[src/rtl/hash_digest_verifier_pkg.sv]
// Shared definitions for the 16-bit four-word hash verifier.
// Holds the initial working values, the round constant table, the
// controller state encoding and the rotate / schedule-mixing helpers.
package hash16_pkg;

   localparam int MSG_BYTES = 6;
   localparam int DIGEST_W  = 64;

   localparam logic [15:0] IV_A = 16'h6A09;
   localparam logic [15:0] IV_B = 16'hBB67;
   localparam logic [15:0] IV_C = 16'h3C6E;
   localparam logic [15:0] IV_D = 16'hA54F;

   localparam logic [15:0] K_TABLE [8] = '{
      16'h428A, 16'h7137, 16'hB5C0, 16'hE9B5,
      16'h3956, 16'h59F1, 16'h923F, 16'hAB1C
   };

   typedef enum logic [2:0] {
      LOAD,
      SCHED,
      ROUND,
      COMPARE,
      DONE
   } state_t;

   // n must lie in 1..15
   function automatic logic [15:0] rotl16(input logic [15:0] x, input int unsigned n);
      return (x << n) | (x >> (16 - n));
   endfunction

   function automatic logic [15:0] rotr16(input logic [15:0] x, input int unsigned n);
      return (x >> n) | (x << (16 - n));
   endfunction

   // Schedule mixing function used to expand W4..W7.
   function automatic logic [15:0] sig16(input logic [15:0] x);
      return rotl16(x, 2) ^ rotr16(x, 7) ^ (x >> 3);
   endfunction

endpackage

[src/rtl/hash_digest_verifier_if.sv]
// Bus bundle for the hash verifier.
//   s_valid/s_ready/s_data : message byte stream (byte 0 first)
//   exp_digest             : expected {a,b,c,d}, sampled with the 6th byte
//   r_valid/r_ready        : result handshake
//   r_digest/r_match       : computed digest and equality flag
//   busy                   : verifier is not idle in LOAD
// slave is the verifier side, master the message source / result sink.
interface hash_digest_verifier_if;
   import hash16_pkg::*;

   logic                s_valid;
   logic                s_ready;
   logic [7:0]          s_data;
   logic [DIGEST_W-1:0] exp_digest;
   logic                r_valid;
   logic                r_ready;
   logic [DIGEST_W-1:0] r_digest;
   logic                r_match;
   logic                busy;

   modport slave (
      input  s_valid, s_data, exp_digest, r_ready,
      output s_ready, r_valid, r_digest, r_match, busy
   );

   modport master (
      output s_valid, s_data, exp_digest, r_ready,
      input  s_ready, r_valid, r_digest, r_match, busy
   );

endinterface

[src/rtl/hash_digest_verifier_round.sv]
// One compression round of the 16-bit hash, purely combinational.
//   a,b,c,d            : current working registers
//   k, w               : round constant and schedule word for this round
//   a_next .. d_next   : working registers after the round
// All additions wrap modulo 2^16.
module hash16_round
   import hash16_pkg::*;
(
   input  logic [15:0] a,
   input  logic [15:0] b,
   input  logic [15:0] c,
   input  logic [15:0] d,
   input  logic [15:0] k,
   input  logic [15:0] w,
   output logic [15:0] a_next,
   output logic [15:0] b_next,
   output logic [15:0] c_next,
   output logic [15:0] d_next
);

   logic [15:0] s1, ch, t1;
   logic [15:0] s0, maj, t2;

   always_comb begin
      s1  = rotl16(c, 2) + rotl16(c, 9);
      ch  = (b & c) | (~b & d);
      t1  = s1 ^ ch ^ (d & k) ^ w;
      s0  = rotl16(a, 5) + rotl16(a, 11);
      maj = (a & b) | (b & c) | (c & a);
      t2  = maj | s0;
      // b and d take the freshly computed a and c, not the old ones
      a_next = t1 + t2;
      b_next = a_next;
      c_next = a_next + t1;
      d_next = c_next;
   end

endmodule

[src/rtl/hash_digest_verifier.sv]
// Receiving-end verifier for the 16-bit four-word hash.
// Collects a 6-byte message on the byte stream, expands the schedule in
// one cycle, runs ROUNDS compression rounds (one per clock) through a
// single shared round unit, then presents the digest and a match flag
// against the expected digest captured with the last byte.
//   clk, rst : clock and asynchronous active-high reset
//   bus      : slave side of hash_digest_verifier_if (stream, result, busy)
module hash_digest_verifier
   import hash16_pkg::*;
#(
   parameter int ROUNDS = 8
) (
   input  logic                   clk,
   input  logic                   rst,
   hash_digest_verifier_if.slave  bus
);

   state_t              state;
   logic [2:0]          byte_cnt;
   logic [2:0]          nz_cnt;
   logic [2:0]          rnd;
   logic [7:0]          msg [MSG_BYTES];
   logic [15:0]         sched_w [8];
   logic [15:0]         w_next [8];
   logic [15:0]         a, b, c, d;
   logic [15:0]         a_nx, b_nx, c_nx, d_nx;
   logic [DIGEST_W-1:0] exp_q;
   logic [DIGEST_W-1:0] r_digest;
   logic                r_match;
   logic                r_valid;
   logic                s_ready;
   logic                busy;
   logic                s_fire;

   assign s_fire       = bus.s_valid & s_ready;
   assign bus.s_ready  = s_ready;
   assign bus.r_valid  = r_valid;
   assign bus.r_digest = r_digest;
   assign bus.r_match  = r_match;
   assign bus.busy     = busy;

   // Schedule expansion from the collected bytes and the nonzero count.
   always_comb begin
      w_next[0] = {msg[0], msg[1]};
      w_next[1] = {msg[2], msg[3]};
      w_next[2] = {msg[4], msg[5]};
      w_next[3] = {13'b0, nz_cnt};
      w_next[4] = sig16(w_next[1]) + w_next[3];
      w_next[5] = sig16(w_next[2]) + w_next[4];
      w_next[6] = sig16(w_next[3]) + w_next[5];
      w_next[7] = sig16(w_next[4]) + w_next[6];
   end

   hash16_round u_round (
      .a      (a),
      .b      (b),
      .c      (c),
      .d      (d),
      .k      (K_TABLE[rnd]),
      .w      (sched_w[rnd]),
      .a_next (a_nx),
      .b_next (b_nx),
      .c_next (c_nx),
      .d_next (d_nx)
   );

   always_ff @(posedge clk or posedge rst) begin
      if (rst) begin
         state    <= LOAD;
         byte_cnt <= 3'd0;
         nz_cnt   <= 3'd0;
         rnd      <= 3'd0;
         for (int i = 0; i < MSG_BYTES; i++) msg[i] <= 8'd0;
         for (int i = 0; i < 8; i++) sched_w[i] <= 16'd0;
         a        <= 16'd0;
         b        <= 16'd0;
         c        <= 16'd0;
         d        <= 16'd0;
         exp_q    <= '0;
         r_digest <= '0;
         r_match  <= 1'b0;
         r_valid  <= 1'b0;
         s_ready  <= 1'b1;
         busy     <= 1'b0;
      end else begin
         case (state)
            LOAD: begin
               if (s_fire) begin
                  msg[byte_cnt] <= bus.s_data;
                  byte_cnt      <= byte_cnt + 3'd1;
                  if (bus.s_data != 8'd0) nz_cnt <= nz_cnt + 3'd1;
                  // The expected digest is only meaningful alongside the last byte.
                  if (byte_cnt == 3'(MSG_BYTES - 1)) begin
                     exp_q   <= bus.exp_digest;
                     s_ready <= 1'b0;
                     busy    <= 1'b1;
                     state   <= SCHED;
                  end
               end
            end
            SCHED: begin
               for (int i = 0; i < 8; i++) sched_w[i] <= w_next[i];
               a     <= IV_A;
               b     <= IV_B;
               c     <= IV_C;
               d     <= IV_D;
               rnd   <= 3'd0;
               state <= ROUND;
            end
            ROUND: begin
               a <= a_nx;
               b <= b_nx;
               c <= c_nx;
               d <= d_nx;
               if (rnd == 3'(ROUNDS - 1)) state <= COMPARE;
               else                       rnd   <= rnd + 3'd1;
            end
            COMPARE: begin
               r_digest <= {a, b, c, d};
               r_match  <= ({a, b, c, d} == exp_q);
               r_valid  <= 1'b1;
               state    <= DONE;
            end
            DONE: begin
               if (bus.r_ready) begin
                  r_valid  <= 1'b0;
                  byte_cnt <= 3'd0;
                  nz_cnt   <= 3'd0;
                  rnd      <= 3'd0;
                  s_ready  <= 1'b1;
                  busy     <= 1'b0;
                  state    <= LOAD;
               end
            end
            default: state <= LOAD;
         endcase
      end
   end

endmodule

[src/flat_wrapper.sv]
// flat-port wrapper written by rule: the top's interface ports become plain ports
module hash_digest_verifier_flat import hash16_pkg::*;
#(
   parameter int ROUNDS = 8
)
  (clk, rst, bus_s_valid, bus_s_data, bus_exp_digest, bus_r_ready, bus_s_ready, bus_r_valid, bus_r_digest, bus_r_match, bus_busy);
  hash_digest_verifier_if bus_i ();
  input  logic clk;
  input  logic rst;
  input wire logic [$bits(bus_i.s_valid)-1:0] bus_s_valid;
  input wire logic [$bits(bus_i.s_data)-1:0] bus_s_data;
  input wire logic [$bits(bus_i.exp_digest)-1:0] bus_exp_digest;
  input wire logic [$bits(bus_i.r_ready)-1:0] bus_r_ready;
  output wire logic [$bits(bus_i.s_ready)-1:0] bus_s_ready;
  output wire logic [$bits(bus_i.r_valid)-1:0] bus_r_valid;
  output wire logic [$bits(bus_i.r_digest)-1:0] bus_r_digest;
  output wire logic [$bits(bus_i.r_match)-1:0] bus_r_match;
  output wire logic [$bits(bus_i.busy)-1:0] bus_busy;
  assign bus_i.s_valid = bus_s_valid;
  assign bus_i.s_data = bus_s_data;
  assign bus_i.exp_digest = bus_exp_digest;
  assign bus_i.r_ready = bus_r_ready;
  assign bus_s_ready = bus_i.s_ready;
  assign bus_r_valid = bus_i.r_valid;
  assign bus_r_digest = bus_i.r_digest;
  assign bus_r_match = bus_i.r_match;
  assign bus_busy = bus_i.busy;
  hash_digest_verifier #(.ROUNDS(ROUNDS)) u_core (.clk(clk), .rst(rst), .bus(bus_i));
endmodule
[config.mk]
export PLATFORM = sky130hd
export DESIGN_NAME = hash_digest_verifier_flat
export DESIGN_NICKNAME = d
export VERILOG_FILES = /design/src/rtl/hash_digest_verifier_pkg.sv /design/src/rtl/hash_digest_verifier_if.sv /design/src/rtl/hash_digest_verifier_round.sv /design/src/rtl/hash_digest_verifier.sv /design/src/flat_wrapper.sv
export SDC_FILE = /design/constraint.sdc
export NUM_CORES = 1
export LEC_CHECK = 0
export CORE_MARGIN = 4
export CORE_UTILIZATION = 45
export CTS_CLUSTER_SIZE = 30
export DETAILED_ROUTE_END_ITERATION = 10
export GPL_TIMING_DRIVEN = 0
export HOLD_SLACK_MARGIN = 0.12
export SYNTH_ARGS = -nofsm -noshare
export SYNTH_HDL_FRONTEND = slang
export SYNTH_HIERARCHICAL = 1
export SYNTH_SLANG_ARGS = --single-unit
[constraint.sdc]
create_clock -name clk -period 16.4 [get_ports clk]
set_input_delay 3.28 -clock clk [delete_from_list [all_inputs] [get_ports clk]]
set_output_delay 3.28 -clock clk [all_outputs]
set_load 0.05 [all_outputs]
==> summary.txt, run 1 <==
Floorplan
  • Initial core utilization: 45.5%
  • I/O pins: 144
  • Die ar.: 53100 um^2
  • Chip height: 230 um
  • Standard-cell row count: 81
  • Die Span X: 230 um
  • Core ar.: 49000 um^2

Global routing
  • First-pass GRT wire length: 107000 um
  • Total grt overflow: 0
  • Total GRT Usage: 26.5%
  • Largest net degree at the start of global routing: 94
  • Initial antenna violation count: 0
  • Number of global-route vias before repair: 17.4k

Synthesis
  • Most common cell in the netlist: dfrtp_1
  • Main synth FF type: dfrtp_1
  • Synth top area share: 41.4%
  • Distinct cells, synth: 97
  • Ys async rst share: 100%
  • Synth Instances: 2150
  • Seq/Total Area, Yosys: 41.5%
  • Post-synth top cells: dfrtp_1 (368), nand2_1 (342), xnor2_1 (181)
  • Dominant cell type by area after synthesis: dfrtp_1
  • Ys Warns: 6
  • Ranking of synthesized cells by area: dfrtp_1 (41%), mux2_2 (9.0%), xnor2_1 (7.1%)
  • EDFF count, synth: 0
  • #FFs+latches synth: 369
  • Synthesized Nets: 2343
  • Syn Area/Cell: 10.4 um^2
  • Mapped Area: 22300 um^2

Cells and area
  • Post-route cell area: 26100 um^2
  • Layout cells sized above 1: 15.0%
  • P&R area growth vs syn: 17.2%
  • Finished Core Util: 53.3%
  • Total Nets Final: 2536
  • Ant. Diodes: 0

Clock network
  • Clock Sinks: 369
  • CTS root buf: clkbuf_16
  • Hold_buf cts: 0
  • CTS clock-pin slew for the worst setup and hold paths: 0.06 ns
  • Worst skew pair latency: 0.58 ns
  • Setup bufs post-CTS: 0
  • CTS tree: built
  • Clock tree buffer depth: 3
  • H-tree depth: 2
  • Post-CTS sizing: 0
  • CTS Buf Count: 43

STA
  • RSZ-0062 raised after global routing: false
  • Crit path time final: 8.02 ns
  • FMAX: 0.125 GHz
  • Crit share post-route: 48.9%
  • Final hold vios: 0
  • Final Skew: 0.0206 ns
  • Final Setup Violations: 0
  • Max_slew headroom: 22.3%
  • Worst-margin pin slew: 1.17 ns
  • Pins over their slew limit: 0
  • Final hold slack: 0.463 ns

Placed design
  • Post-Place Cell Area: 24700 um^2
  • Port bufs: 143
  • HPWL after DPL: 54500 um
  • GP Congestion: 0.946

Drt
  • Via count: 16.9k
  • Vias per inst: 5.56
  • Drt wl/cell: 23.4 um
  • TritonRoute pass-1 iters: 6
  • Drt first-iter violations: 1411
  • Post-DRT Antenna Nets: 0
  • Final wirelength: 71000 um
  • DRC: 0

Worst hold path
  • Hold path depth: 2
  • Hold WC Path Type: reg2reg
  • Min-delay src: u_core/msg[39]
  • Hold Path End: u_core/sched_w[119]

Critical path
  • WP data required: 16.87 ns
  • FF-to-FF Start: u_core/rnd[0]
  • Most Frequent Cell on Critical Path: a21oi_1
  • Delay of the slowest critical-path stage: 0.84 ns
  • Worst reg2reg path depth: 28
  • Crit path launch type: flop
  • Reg2Reg Setup Slack: 8.38 ns
  • CP arrival: 8.49 ns
  • CP max stage cell: clkbuf_1
  • Crit. End Element: flop
  • Crit path buffers/inverters: 5
  • Critical path class: reg2reg
  • Critical-path maximum fanout: 10
  • RR Endpoint: u_core/d[15]
  • CP top delay family: compound AO/OA/AOI/OAI gates
  • Crit path from: u_core/rnd[0]

Outcome
  • Status: finished, final reports clean

Flow run
  • Max_cap viols: 0
area by class of cell:
cell class                 instances  area [um^2]
clock inverter                    16          180
buffer                           111          554
tap                              664          831
sequential                       369         9240
timing repair buffer             148         1550
clock buffer                      62         1250
inverter                          53          206
fill                            4503        22900
multi-input combinational       1617        12300
worst reg2reg max path, delay by kind of cell (launching register included):
kind,cells,cell delay (ns)
compound gates,12,2.72
xor+xnor,3,0.43
fa+ha+maj,5,1.78
buf+inv,5,2.13
flops,1,0.46
simple gates,3,0.41
per-stage QoR:
stage	setup TNS, ns	std cells	setup slack (ns)
3_5_place_dp	0	2962	8.39
3_3_place_gp	-683.41	2957	-1.89
2_1_floorplan	0	2150	2.88
5_1_grt	0	3040	7.89
4_1_cts	0	3040	8.37
6_report	0	3040	8.38
placed cells by master (no fill, tap or decap), drive strengths merged, types with 81 or more instances in the layout:
cell / n
o21ai: 81
xor2: 100
nand2: 343
mux2: 178
clkdlybuf4s50: 143
dfrtp: 368
ha: 109
nor2: 110
xnor2: 186
a21oi: 112
clkbuf: 128
sequential cells by signal, summed over array words and instances, names as in the netlist, 16 cells and up:
name,flops
u_core/b,16
u_core/exp_q,64
u_core/d,16
u_core/msg,48
u_core/bus.r_digest,64
u_core/a,16
u_core/sched_w,113
u_core/c,16
worst max-delay path by stage:
stage,endpoint,slack [ns],cells after the start
after floorplan,u_core/a[0],2.88,1
after global placement,u_core/sched_w[63],-1.89,2
after detailed placement,u_core/d[15],8.39,28
after CTS,u_core/d[15],8.37,28
after global routing,u_core/d[14],7.89,28
final,u_core/d[15],8.38,28
routing by layer:
metal  track usage [%]  up-vias  wire, um
li1                  -     7865         -
met1              32.6     8439     29200
met2              46.8      449     35700
met3              2.63      150      2500
met4              12.5        0      3660
met5                 0        -         0
kinds of logic after synthesis:
| kind of cell | share of synthesized area [%] |
|---|---|
| AOI/OAI and AO/OA | 11.3 |
| xor gates and xnor gates | 13.0 |
| adders and majority gates | 7.08 |
| buffers and inverters | 3.38 |
| DFF | 41.5 |
| muxes | 11.4 |
| and+or+nand+nor | 12.3 |
Power of run 1 is left out: the tool's default activity adds up to more than one toggle a clock period on the data nets, which glitch-free logic cannot reach.
==> run 2: changes to the inputs <==
clock period = 7.8 ns   (was 16.4 ns; I/O delays follow)
==> run 2 against run 1 <==
Die area is the same; final cell count rose by 0.13%; routed wire length is 0.48% lower; clock-buffer cell count stayed put; non-clock buffer count increased by 5; register-to-register slack worse by 7.8 ns; worst setup slack worse by 7.8 ns; sequential share of layout area shrank 0.19 points; critical endpoint is now u_core/d[14]; largest cell class unchanged.
==> summary.txt, run 2 (synthesized netlist as in run 1, its figures left out) <==
Drt
  • Metal3 WL: 3120 um
  • Highest metal used: met4
  • Met2 wire len: 34900 um
  • DRC: 0
  • TritonRoute pass-1 iters: 5
  • Via count: 17.0k
  • Met1 Wirelength: 28800 um
  • Final wirelength: 70700 um
  • Drt wl/cell: 23.2 um
  • Post-DRT Antenna Nets: 0
  • Vias per inst: 5.58
  • Drt first-iter violations: 1065

STA
  • Final setup margin: 0.548 ns
  • Crit share post-route: 93.0%
  • Max_slew headroom: 20.6%
  • Pins over their slew limit: 0
  • FMAX: 0.138 GHz
  • Final Skew: 0.0188 ns
  • RSZ-0062 raised after global routing: false
  • Crit path time final: 7.25 ns
  • Final hold vios: 0
  • Setup tns final: 0 ns
  • Final Setup Violations: 0
  • Worst-margin pin slew: 1.18 ns

Cells and area
  • Most frequent cells in the layout: dfrtp_1 (368), nand2_1 (342), xnor2_1 (181), mux2_2 (178), clkdlybuf4s50_1 (143)
  • P&R area growth vs syn: 17.8%
  • Fillers: 4428
  • Post-route cell area: 26200 um^2
  • Biggest register: u_core/sched_w
  • Leading registers by flop count: u_core/sched_w (113), u_core/bus.r_digest (64), u_core/exp_q (64)
  • Ant. Diodes: 0
  • Finished Core Util: 53.6%
  • Total Nets Final: 2541
  • Layout cells sized above 1: 15.3%
  • Commonest non-fill, non-tap cell in the layout: dfrtp_1
  • Max FFs per register: 113

Placed design
  • Setup WS pre-CTS: -0.282 ns
  • Port bufs: 143
  • Post-Place Cell Area: 24700 um^2
  • HPWL after DPL: 54900 um
  • GP Congestion: 0.920

Global routing
  • Total grt overflow: 0
  • Largest net degree at the start of global routing: 43
  • Number of global-route vias before repair: 17.7k
  • Total GRT Usage: 26.5%
  • First-pass GRT wire length: 108000 um
  • Initial antenna violation count: 0

Floorplan
  • Standard-cell row count: 81
  • Chip height: 230 um
  • Die ar.: 53100 um^2
  • Die Span X: 230 um
  • Initial core utilization: 45.5%
  • I/O pins: 144
  • Core ar.: 49000 um^2

Clock network
  • Worst skew pair latency: 0.58 ns
  • CTS root buf: clkbuf_16
  • CTS Buf Count: 43
  • CTS tree: built
  • Clock Sinks: 369
  • Clock tree buffer depth: 3
  • H-tree depth: 2
  • CTS clock-pin slew for the worst setup and hold paths: 0.06 ns

Flow run
  • Max_cap viols: 0

Critical path
  • Critical-path maximum fanout: 19
  • Delay of the slowest critical-path stage: 0.65 ns
  • Critical path class: reg2reg
  • Crit path launch type: flop
  • Crit. End Element: flop
  • CP arrival: 7.76 ns
  • CP max stage cell: clkbuf_2
  • WP data required: 8.30 ns
  • Worst reg2reg path depth: 26

Worst hold path
  • Hold path depth: 2
  • Hold WC Path Type: reg2reg

Outcome
  • Status: finished, final reports clean
[run 2: changes by cell type in the layout (fill, tap and decap cells not counted), sizes merged]
cell    change
buf         +6
clkinv      -4
bufinv      +3
clkbuf      -1
[run 2: metal layers]
metal  global-route usage (%)  vias up
li1                         -     7869
met1                     32.4     8480
met2                     46.5      465
met3                     3.63      165
met4                     12.4        0
met5                        0        -
[run 2: cell type report]
cell class / count / area, um^2 / area share [%]
Buffer: 110 / 552 / 2.10
Clock buffer: 62 / 1250 / 4.76
Clock inverter: 15 / 238 / 0.907
Inverter: 53 / 203 / 0.773
Multi-Input combinational cell: 1617 / 12300 / 46.8
Sequential cell: 369 / 9240 / 35.2
Tap cell: 664 / 831 / 3.17
Timing Repair Buffer: 154 / 1640 / 6.25
[run 2: worst paths after layout]
path	startpoint	endpoint	slack, ns
max in group asynchronous	rst	u_core/sched_w[60]	5.16
min reg2reg	u_core/msg[33]	u_core/sched_w[113]	0.46
max	u_core/rnd[0]	u_core/d[14]	0.55
min in group asynchronous	rst	u_core/bus.r_digest[29]	1.45
max reg2reg	u_core/rnd[0]	u_core/d[14]	0.55
min	u_core/msg[33]	u_core/sched_w[113]	0.46
[run 2: worst max-delay path, delay by kind of cell, from the launching register on]
kind	cells	cell delay, ns
AO/OA/AOI/OAI	10	2.33
XOR/XNOR	2	0.33
adder cells (fa/ha/maj)	5	1.81
buffers and inverters	4	1.23
flip-flops	1	0.45
AND/OR/NAND/NOR	5	1.00
[run 2: repair_timing]
action / 4_1_cts / 5_1_grt
endpoints found under the setup margin: 7 / 7
buffers inserted: 0 / 0
pin swaps: 0 / 0
hold buffers: 0 / 0
resized for setup: 1 / 0
[run 2: per-stage QoR]
| step | std cells | hold WS (ns) |
|---|---|---|
| 2_1_floorplan | 2150 | 0.433 |
| 3_3_place_gp | 2957 | 0.441 |
| 3_5_place_dp | 2968 | 0.452 |
| 4_1_cts | 3045 | 0.460 |
| 5_1_grt | 3044 | 0.486 |
| 6_report | 3044 | 0.457 |
Power of run 2 is left out for the same reason.
==> run 3: changes to the inputs <==
CTS_CLUSTER_SIZE = not set   (was 30)
==> results of run 3 <==
No change in the layout: final DEF, timing and power equal those of run 2.
Power of run 3 is left out for the same reason.
